File: config.mk
export PLATFORM = sky130hd
export DESIGN_NAME = error_event_logger
export DESIGN_NICKNAME = d
export VERILOG_FILES = /design/src/rtl/error_pkg.sv /design/src/rtl/error_log_fifo.sv /design/src/rtl/error_event_logger.sv
export SDC_FILE = /design/constraint.sdc
export NUM_CORES = 2
export LEC_CHECK = 0
export ABC_CLOCK_PERIOD_IN_PS = 107500
export CORE_MARGIN = 8
export CORE_UTILIZATION = 35
export DETAILED_ROUTE_END_ITERATION = 10
export GPL_ROUTABILITY_DRIVEN = 1
export PLACE_DENSITY = 0.5
export SLEW_MARGIN = 20
export SYNTH_ARGS = -nofsm -noshare
export SYNTH_HDL_FRONTEND = slang
export SYNTH_SLANG_ARGS = --single-unit
export TNS_END_PERCENT = 10
File: constraint.sdc
create_clock -name clk -period 107.5 [get_ports clk]
set_clock_uncertainty 0.15 [all_clocks]
set_input_delay 21.5 -clock clk [delete_from_list [all_inputs] [get_ports clk]]
set_output_delay 21.5 -clock clk [all_outputs]
set_load 0.02 [all_outputs]
File: src/rtl/error_pkg.sv
// Shared types for the error event logger: severity encoding and log entry layout.
package error_pkg;

  localparam int unsigned SEV_W     = 3;
  localparam int unsigned SRC_IDX_W = 8;
  localparam int unsigned DEF_TS_W  = 32;
  localparam int unsigned DEF_CNT_W = 16;

  typedef enum logic [SEV_W-1:0] {
    INFO     = 3'd0,
    WARNING  = 3'd1,
    MINOR    = 3'd2,
    MAJOR    = 3'd3,
    CRITICAL = 3'd4,
    FATAL    = 3'd5
  } severity_t;

  // Layout of one log word at the default timestamp/counter widths.
  typedef struct packed {
    logic [DEF_TS_W-1:0]  ts;
    severity_t            sev;
    logic [SRC_IDX_W-1:0] src;
    logic [DEF_CNT_W-1:0] cnt;
  } log_entry_t;

endpackage

File: src/rtl/error_log_fifo.sv
// Synchronous FIFO with push/full on the write side and valid/ready on the read side.
module error_log_fifo #(
  parameter int unsigned WIDTH = 8,
  parameter int unsigned DEPTH = 16
) (
  input  logic                       clk,
  input  logic                       rst_n,
  input  logic                       push,
  input  logic [WIDTH-1:0]           wdata,
  output logic                       full,
  output logic                       pop_valid,
  input  logic                       pop_ready,
  output logic [WIDTH-1:0]           rdata,
  output logic [$clog2(DEPTH):0]     count
);

  localparam int unsigned AW = $clog2(DEPTH);
  localparam int unsigned CW = AW + 1;

  logic [WIDTH-1:0] mem [DEPTH];
  logic [AW-1:0]    wr_ptr;
  logic [AW-1:0]    rd_ptr;
  logic [CW-1:0]    cnt_q;
  logic             do_pop;
  logic             do_push;

  assign pop_valid = (cnt_q != '0);
  assign full      = (cnt_q == CW'(DEPTH));
  assign do_pop    = pop_valid & pop_ready;
  // A pop frees the slot in the same cycle, so a push while full still lands.
  assign do_push   = push & (~full | do_pop);
  assign rdata     = mem[rd_ptr];
  assign count     = cnt_q;

  always_ff @(posedge clk or negedge rst_n) begin
    if (!rst_n) begin
      wr_ptr <= '0;
      rd_ptr <= '0;
      cnt_q  <= '0;
    end else begin
      if (do_push) wr_ptr <= wr_ptr + AW'(1);
      if (do_pop)  rd_ptr <= rd_ptr + AW'(1);
      case ({do_push, do_pop})
        2'b10:   cnt_q <= cnt_q + CW'(1);
        2'b01:   cnt_q <= cnt_q - CW'(1);
        default: cnt_q <= cnt_q;
      endcase
    end
  end

  always_ff @(posedge clk) begin
    if (do_push) mem[wr_ptr] <= wdata;
  end

endmodule

File: src/rtl/error_event_logger.sv
// Error event logger: edge detect, sticky status, saturating counters, and an
// arbitrated event log FIFO with drop counting and interrupt generation.
module error_event_logger
  import error_pkg::*;
#(
  parameter int unsigned NUM_SRC   = 32,
  parameter int unsigned LOG_DEPTH = 16,
  parameter int unsigned CNT_W     = DEF_CNT_W,
  parameter int unsigned TS_W      = DEF_TS_W
) (
  input  logic                            clk,
  input  logic                            rst_n,
  input  logic [NUM_SRC-1:0]              err_in,
  input  logic [3*NUM_SRC-1:0]            sev_cfg,
  input  logic                            mask_wr,
  input  logic [NUM_SRC-1:0]              mask_wdata,
  input  logic [NUM_SRC-1:0]              status_clr,
  input  logic                            inject_valid,
  input  logic [$clog2(NUM_SRC)-1:0]      inject_src,
  input  logic [$clog2(LOG_DEPTH):0]      irq_threshold,
  output logic [NUM_SRC-1:0]              status,
  output logic [NUM_SRC-1:0]              mask,
  output logic [2:0]                      max_severity,
  output logic                            irq,
  output logic                            log_valid,
  input  logic                            log_ready,
  output logic [TS_W+3+8+CNT_W-1:0]       log_entry,
  output logic [$clog2(LOG_DEPTH):0]      log_count,
  output logic [CNT_W-1:0]                drop_count
);

  localparam int unsigned SRC_W = $clog2(NUM_SRC);
  localparam int unsigned EW    = TS_W + SEV_W + SRC_IDX_W + CNT_W;

  logic [NUM_SRC-1:0] err_q;
  logic [NUM_SRC-1:0] inj_vec;
  logic [NUM_SRC-1:0] ev;
  logic [NUM_SRC-1:0] pending;
  logic [NUM_SRC-1:0] grant_vec;
  logic [CNT_W-1:0]   cnt [NUM_SRC];
  logic [TS_W-1:0]    ts;
  logic [SRC_W-1:0]   grant_idx;
  logic               grant_any;
  logic               fifo_full;
  logic               drop;
  logic [EW-1:0]      entry;

  // Rising edges plus one-hot decoded injection.
  always_comb begin
    for (int unsigned i = 0; i < NUM_SRC; i++) begin
      inj_vec[i] = inject_valid && (inject_src == SRC_W'(i));
    end
    ev = (err_in & ~err_q) | inj_vec;
  end

  // Lowest-index pending source wins the enqueue slot.
  always_comb begin
    grant_any = |pending;
    grant_idx = '0;
    for (int i = NUM_SRC - 1; i >= 0; i--) begin
      if (pending[i]) grant_idx = SRC_W'(i);
    end
    grant_vec = grant_any ? (NUM_SRC'(1) << grant_idx) : '0;
    entry     = {ts, sev_cfg[3*grant_idx +: 3], SRC_IDX_W'(grant_idx), cnt[grant_idx]};
  end

  assign drop = grant_any & fifo_full & ~(log_valid & log_ready);

  always_ff @(posedge clk or negedge rst_n) begin
    if (!rst_n) begin
      err_q      <= '0;
      ts         <= '0;
      pending    <= '0;
      status     <= '0;
      mask       <= '1;
      drop_count <= '0;
      irq        <= 1'b0;
      for (int unsigned i = 0; i < NUM_SRC; i++) cnt[i] <= '0;
    end else begin
      err_q   <= err_in;
      ts      <= ts + TS_W'(1);
      pending <= (pending & ~grant_vec) | ev;
      if (mask_wr) mask <= mask_wdata;
      if (drop && (drop_count != '1)) drop_count <= drop_count + CNT_W'(1);
      irq <= (|(status & ~mask)) |
             ((irq_threshold != '0) && (log_count >= irq_threshold));
      // A new event beats a same-cycle clear and restarts the count at one.
      for (int unsigned i = 0; i < NUM_SRC; i++) begin
        if (ev[i]) begin
          status[i] <= 1'b1;
          if (status_clr[i])     cnt[i] <= CNT_W'(1);
          else if (cnt[i] != '1) cnt[i] <= cnt[i] + CNT_W'(1);
        end else if (status_clr[i]) begin
          status[i] <= 1'b0;
          cnt[i]    <= '0;
        end
      end
    end
  end

  always_comb begin
    max_severity = '0;
    for (int unsigned i = 0; i < NUM_SRC; i++) begin
      if (status[i] && !mask[i] && (sev_cfg[3*i +: 3] > max_severity))
        max_severity = sev_cfg[3*i +: 3];
    end
  end

  error_log_fifo #(
    .WIDTH (EW),
    .DEPTH (LOG_DEPTH)
  ) u_fifo (
    .clk       (clk),
    .rst_n     (rst_n),
    .push      (grant_any),
    .wdata     (entry),
    .full      (fifo_full),
    .pop_valid (log_valid),
    .pop_ready (log_ready),
    .rdata     (log_entry),
    .count     (log_count)
  );

endmodule

==> flow_metrics.py <==
metrics = {
    "critical_path": {
        "classification_of_the_worst_setup_path": "in2out",
        "cp_max_fo": 12,
        "worst-endpoint-required_ns": 85.85,
        "cp-end-kind": "output pin",
        "crit_path_start_kind": "input pin",
        "cp_slowest_stage_delay_ns": 0.74,
        "critical_path.slowest_cell": "sky130_fd_sc_hd__a31oi_1",
        "worstPathArrival_ns": 61.34,
        "cpMostUsedCell": "sky130_fd_sc_hd__nor2_1",
    },
    "finish": {
        "layout-area-overhead-vs-synth_pct": 17.17,
        "post_route_cells_drive_above_1_share_pct": 14.86,
        "number_of_filler_cells_placed_in_the_layout": 20252,
        "multi_input_combinational_cell_area_um2": 30280,
        "finish.net_count": 6654,
        "post-route-cell-area_um2": 89240,
        "sequential_cell_area_um2": 44530,
    },
    "yosys": {
        "synthDominantAreaCellType": "sky130_fd_sc_hd__edfxtp_1",
        "ys_async_sr_fraction_pct": 43.93,
        "avgSynthCellArea_um2": 12.77,
        "yosys_warnings": 0,
        "number_of_flops_mapped_to_enable_cells_by_yosys": 896,
        "netlist_instances": 5966,
        "synth_top_area_cells": "sky130_fd_sc_hd__edfxtp_1, sky130_fd_sc_hd__dfrtp_1, sky130_fd_sc_hd__mux4_2",
        "synth_top_cells_by_count": "sky130_fd_sc_hd__edfxtp_1, sky130_fd_sc_hd__nor2_1, sky130_fd_sc_hd__dfrtp_1, sky130_fd_sc_hd__nand2_1, sky130_fd_sc_hd__mux4_2",
        "netlist.area_leader.share_pct": 35.32,
        "synthMostInstantiatedCell": "sky130_fd_sc_hd__edfxtp_1",
        "yosysSeqAreaShare_pct": 58.44,
        "ys_seq_elements": 1598,
        "synth_ff_type": "sky130_fd_sc_hd__edfxtp_1",
        "synth.distinct_cells": 95,
        "syn-cell-area_um2": 76170,
    },
    "die": {
        "ios": 356,
        "core_area_um2": 216700,
        "die_area_um2": 232800,
        "die_width_um": 482.5,
        "initial_cell_density_of_the_core_pct": 35.14,
        "fp-row-count": 171,
        "die_height_um": 482.5,
    },
    "clock_tree": {
        "buffers_inserted_by_post_cts_timing_repair": 0,
        "clk_latency_ns": 0.83,
        "clock-sinks": 1598,
        "cts_inserted_buffers": 180,
        "cts-root-buf": "sky130_fd_sc_hd__clkbuf_16",
        "cts.clk_slew.worst_paths_ns": 0.06,
        "cts.path.max_buffers": 3,
        "clock_tree_from_tritoncts": "yes",
        "postCtsResizedCells": 0,
        "hold_fix_buffer_count_after_cts": 0,
        "cts.htree.levels": 4,
    },
    "grt": {
        "grt_max_degree": 90,
        "initial_antenna_violation_count": 25,
        "grt_util_met1_pct": 27.19,
        "gr-usage-met2_pct": 32.87,
        "grt_most_used_layer": "met2",
        "overflow": 0,
        "grtUsageMet3_pct": 3.241,
        "overall_global_routing_usage_pct": 19.85,
        "grt_pass1_wl_mm": 348.1,
        "grt_pass1_vias": 51426,
    },
    "detailed_routing": {
        "post_route_antenna_net_violation_count": 0,
        "first_pass_iters": 5,
        "route.detailed.wl_per_inst_um": 25.07,
        "detailedRoute.firstIterationViolations": 4553,
        "routed_wirelength_mm": 235.1,
        "detailroute.via_count": 51138,
        "drcViolationCount": 0,
        "viasPerCell": 5.453,
    },
    "placement": {
        "post-place-ws_ns": 25.06,
        "dp_hpwl_mm": 160.1,
        "count_of_port_buffers_added_during_placement": 352,
        "post_dp_cell_area_um2": 83170,
        "gp_congestion": 0.8801,
    },
    "sta": {
        "setup_viol": 0,
        "rsz_0062_raised_after_global_routing": "false",
        "tns_ns": 0,
        "final_min_period_over_clock_period_pct": 77.20,
        "period_needed_ns": 82.99,
        "fin_ws_ns": 24.51,
        "fmaxAchievable_mhz": 12.05,
        "worstMarginPinSlew_ns": 1.158,
        "slew_headroom_pct": 22.61,
        "timing_hold_violations_final": 0,
        "maxSlewViolCount": 0,
    },
    "power": {
        "power-per-cell-area_nw_per_um2": 21.42,
        "peakVddDrop_v": 0.00001752,
        "p_leak_nw": 32.37,
    },
    "job": {
        "cap_viol_max_count": 0,
    },
    "min_path": {
        "min_path_type": "reg2reg",
    },
    "run_status": {
        "outcome": "complete, no violations",
    },
}
metrics by stage:
| stage | cells | hold slack (ns) | util, % | total power, W |
|---|---|---|---|---|
| 4_1_cts | 9368 | 0.3580 | 41.14 | 0.001942 |
| 5_1_grt | 9369 | 0.3685 | 41.17 | 0.001996 |
| 6_report | 9378 | 0.3490 | 41.18 | 0.001911 |
| 2_1_floorplan | 5968 | 0.3137 | - | 0.001090 |
| 3_3_place_gp | 9035 | 0.3450 | 38.37 | 0.001309 |
| 3_5_place_dp | 9035 | 0.3450 | 38.37 | 0.001314 |
area by class of cell:
| class | count | share of cell area (%) |
|---|---|---|
| inverters | 172 | 0.7389 |
| diodes | 10 | 0.02804 |
| well taps | 2854 | 4.001 |
| flip-flops and latches | 1598 | 49.89 |
| repair buffers | 439 | 4.680 |
| clock inverters | 74 | 0.9982 |
| clock buffers | 259 | 5.730 |
| multi-input cells | 3972 | 33.93 |
cell families (layout without fill, tap and decap cells):
group | Yosys count | count (layout) | synth area share, %
and+or+nand+nor | 2233 | 2233 | 13.91
DFF | 1598 | 1598 | 58.44
AOI/OAI and AO/OA | 795 | 795 | 6.402
muxes | 504 | 504 | 13.78
buffers and inverters | 398 | 944 | 1.989
xor gates and xnor gates | 344 | 344 | 3.956
adders and majority gates | 93 | 93 | 1.513
other | 1 | 13 | 0.004923
per-layer routing:
layer / vias up / part of all wire [%]
li1: 23234 / -
met1: 26296 / 44
met2: 1293 / 48
met3: 301 / 4.8
met4: 14 / 2.5
met5: - / 0.039
layout by cell type, fill, tap and decap left out, types with 22 or more instances in the layout:
cell	instances
sky130_fd_sc_hd__a211oi_1	55
sky130_fd_sc_hd__a21o_1	22
sky130_fd_sc_hd__a21oi_1	204
sky130_fd_sc_hd__a31oi_1	40
sky130_fd_sc_hd__and2_1	35
sky130_fd_sc_hd__and3_1	109
sky130_fd_sc_hd__and4_1	38
sky130_fd_sc_hd__buf_4	87
sky130_fd_sc_hd__clkbuf_1	50
sky130_fd_sc_hd__clkbuf_16	182
sky130_fd_sc_hd__clkbuf_8	27
sky130_fd_sc_hd__clkdlybuf4s50_1	350
sky130_fd_sc_hd__clkinv_2	30
sky130_fd_sc_hd__dfrtp_1	666
sky130_fd_sc_hd__dfstp_2	32
sky130_fd_sc_hd__edfxtp_1	896
sky130_fd_sc_hd__ha_1	83
sky130_fd_sc_hd__inv_1	167
sky130_fd_sc_hd__mux2_2	38
sky130_fd_sc_hd__mux2i_1	34
sky130_fd_sc_hd__mux4_2	432
sky130_fd_sc_hd__nand2_1	579
sky130_fd_sc_hd__nand2b_1	34
sky130_fd_sc_hd__nand3_1	260
sky130_fd_sc_hd__nand4_1	116
sky130_fd_sc_hd__nor2_1	676
sky130_fd_sc_hd__nor2b_1	53
sky130_fd_sc_hd__nor3_1	126
sky130_fd_sc_hd__nor4_1	44
sky130_fd_sc_hd__o21ai_0	257
sky130_fd_sc_hd__or3_1	60
sky130_fd_sc_hd__xnor2_1	108
sky130_fd_sc_hd__xor2_1	236
worst paths after layout:
kind	cells after the start	startpoint	end	slack, ns
worst max register to register	29	pending[30]	u_fifo.mem[1][10]	101.32
worst min-delay path	1	drop_count[10]	drop_count[10]	0.35
worst min register to register	1	drop_count[10]	drop_count[10]	0.35
max in group asynchronous	5	rst_n	u_fifo.rd_ptr[0]	82.68
min in group asynchronous	1	rst_n	status[26]	20.60
worst max-delay path	199	sev_cfg[2]	max_severity[0]	24.51
power breakdown:
part	internal [W]	switching [W]	total, W
Sequential	0.000723	0.0000351	0.000758
Combinational	0.000232	0.000299	0.000531
Clock	0.000360	0.000262	0.000622
Total	0.00131	0.000596	0.00191
worst max-delay path: cells and delay by family:
family                     cells  cell delay (ns)
muxes                          6             2.13
adders and majority gates     39            11.01
AOI/OAI and AO/OA             80            15.24
and+or+nand+nor               70            10.21
buffers and inverters          4             1.27
sequential cells by signal (all words and copies together) (netlist names), 4 cells and up:
register       flops
mask              32
u_fifo.wr_ptr      4
cnt              512
u_fifo.rd_ptr      4
err_q             32
pending           32
drop_count        16
u_fifo.mem       896
u_fifo.count       5
status            32
ts                32
Power figures use the tool's default switching activity.
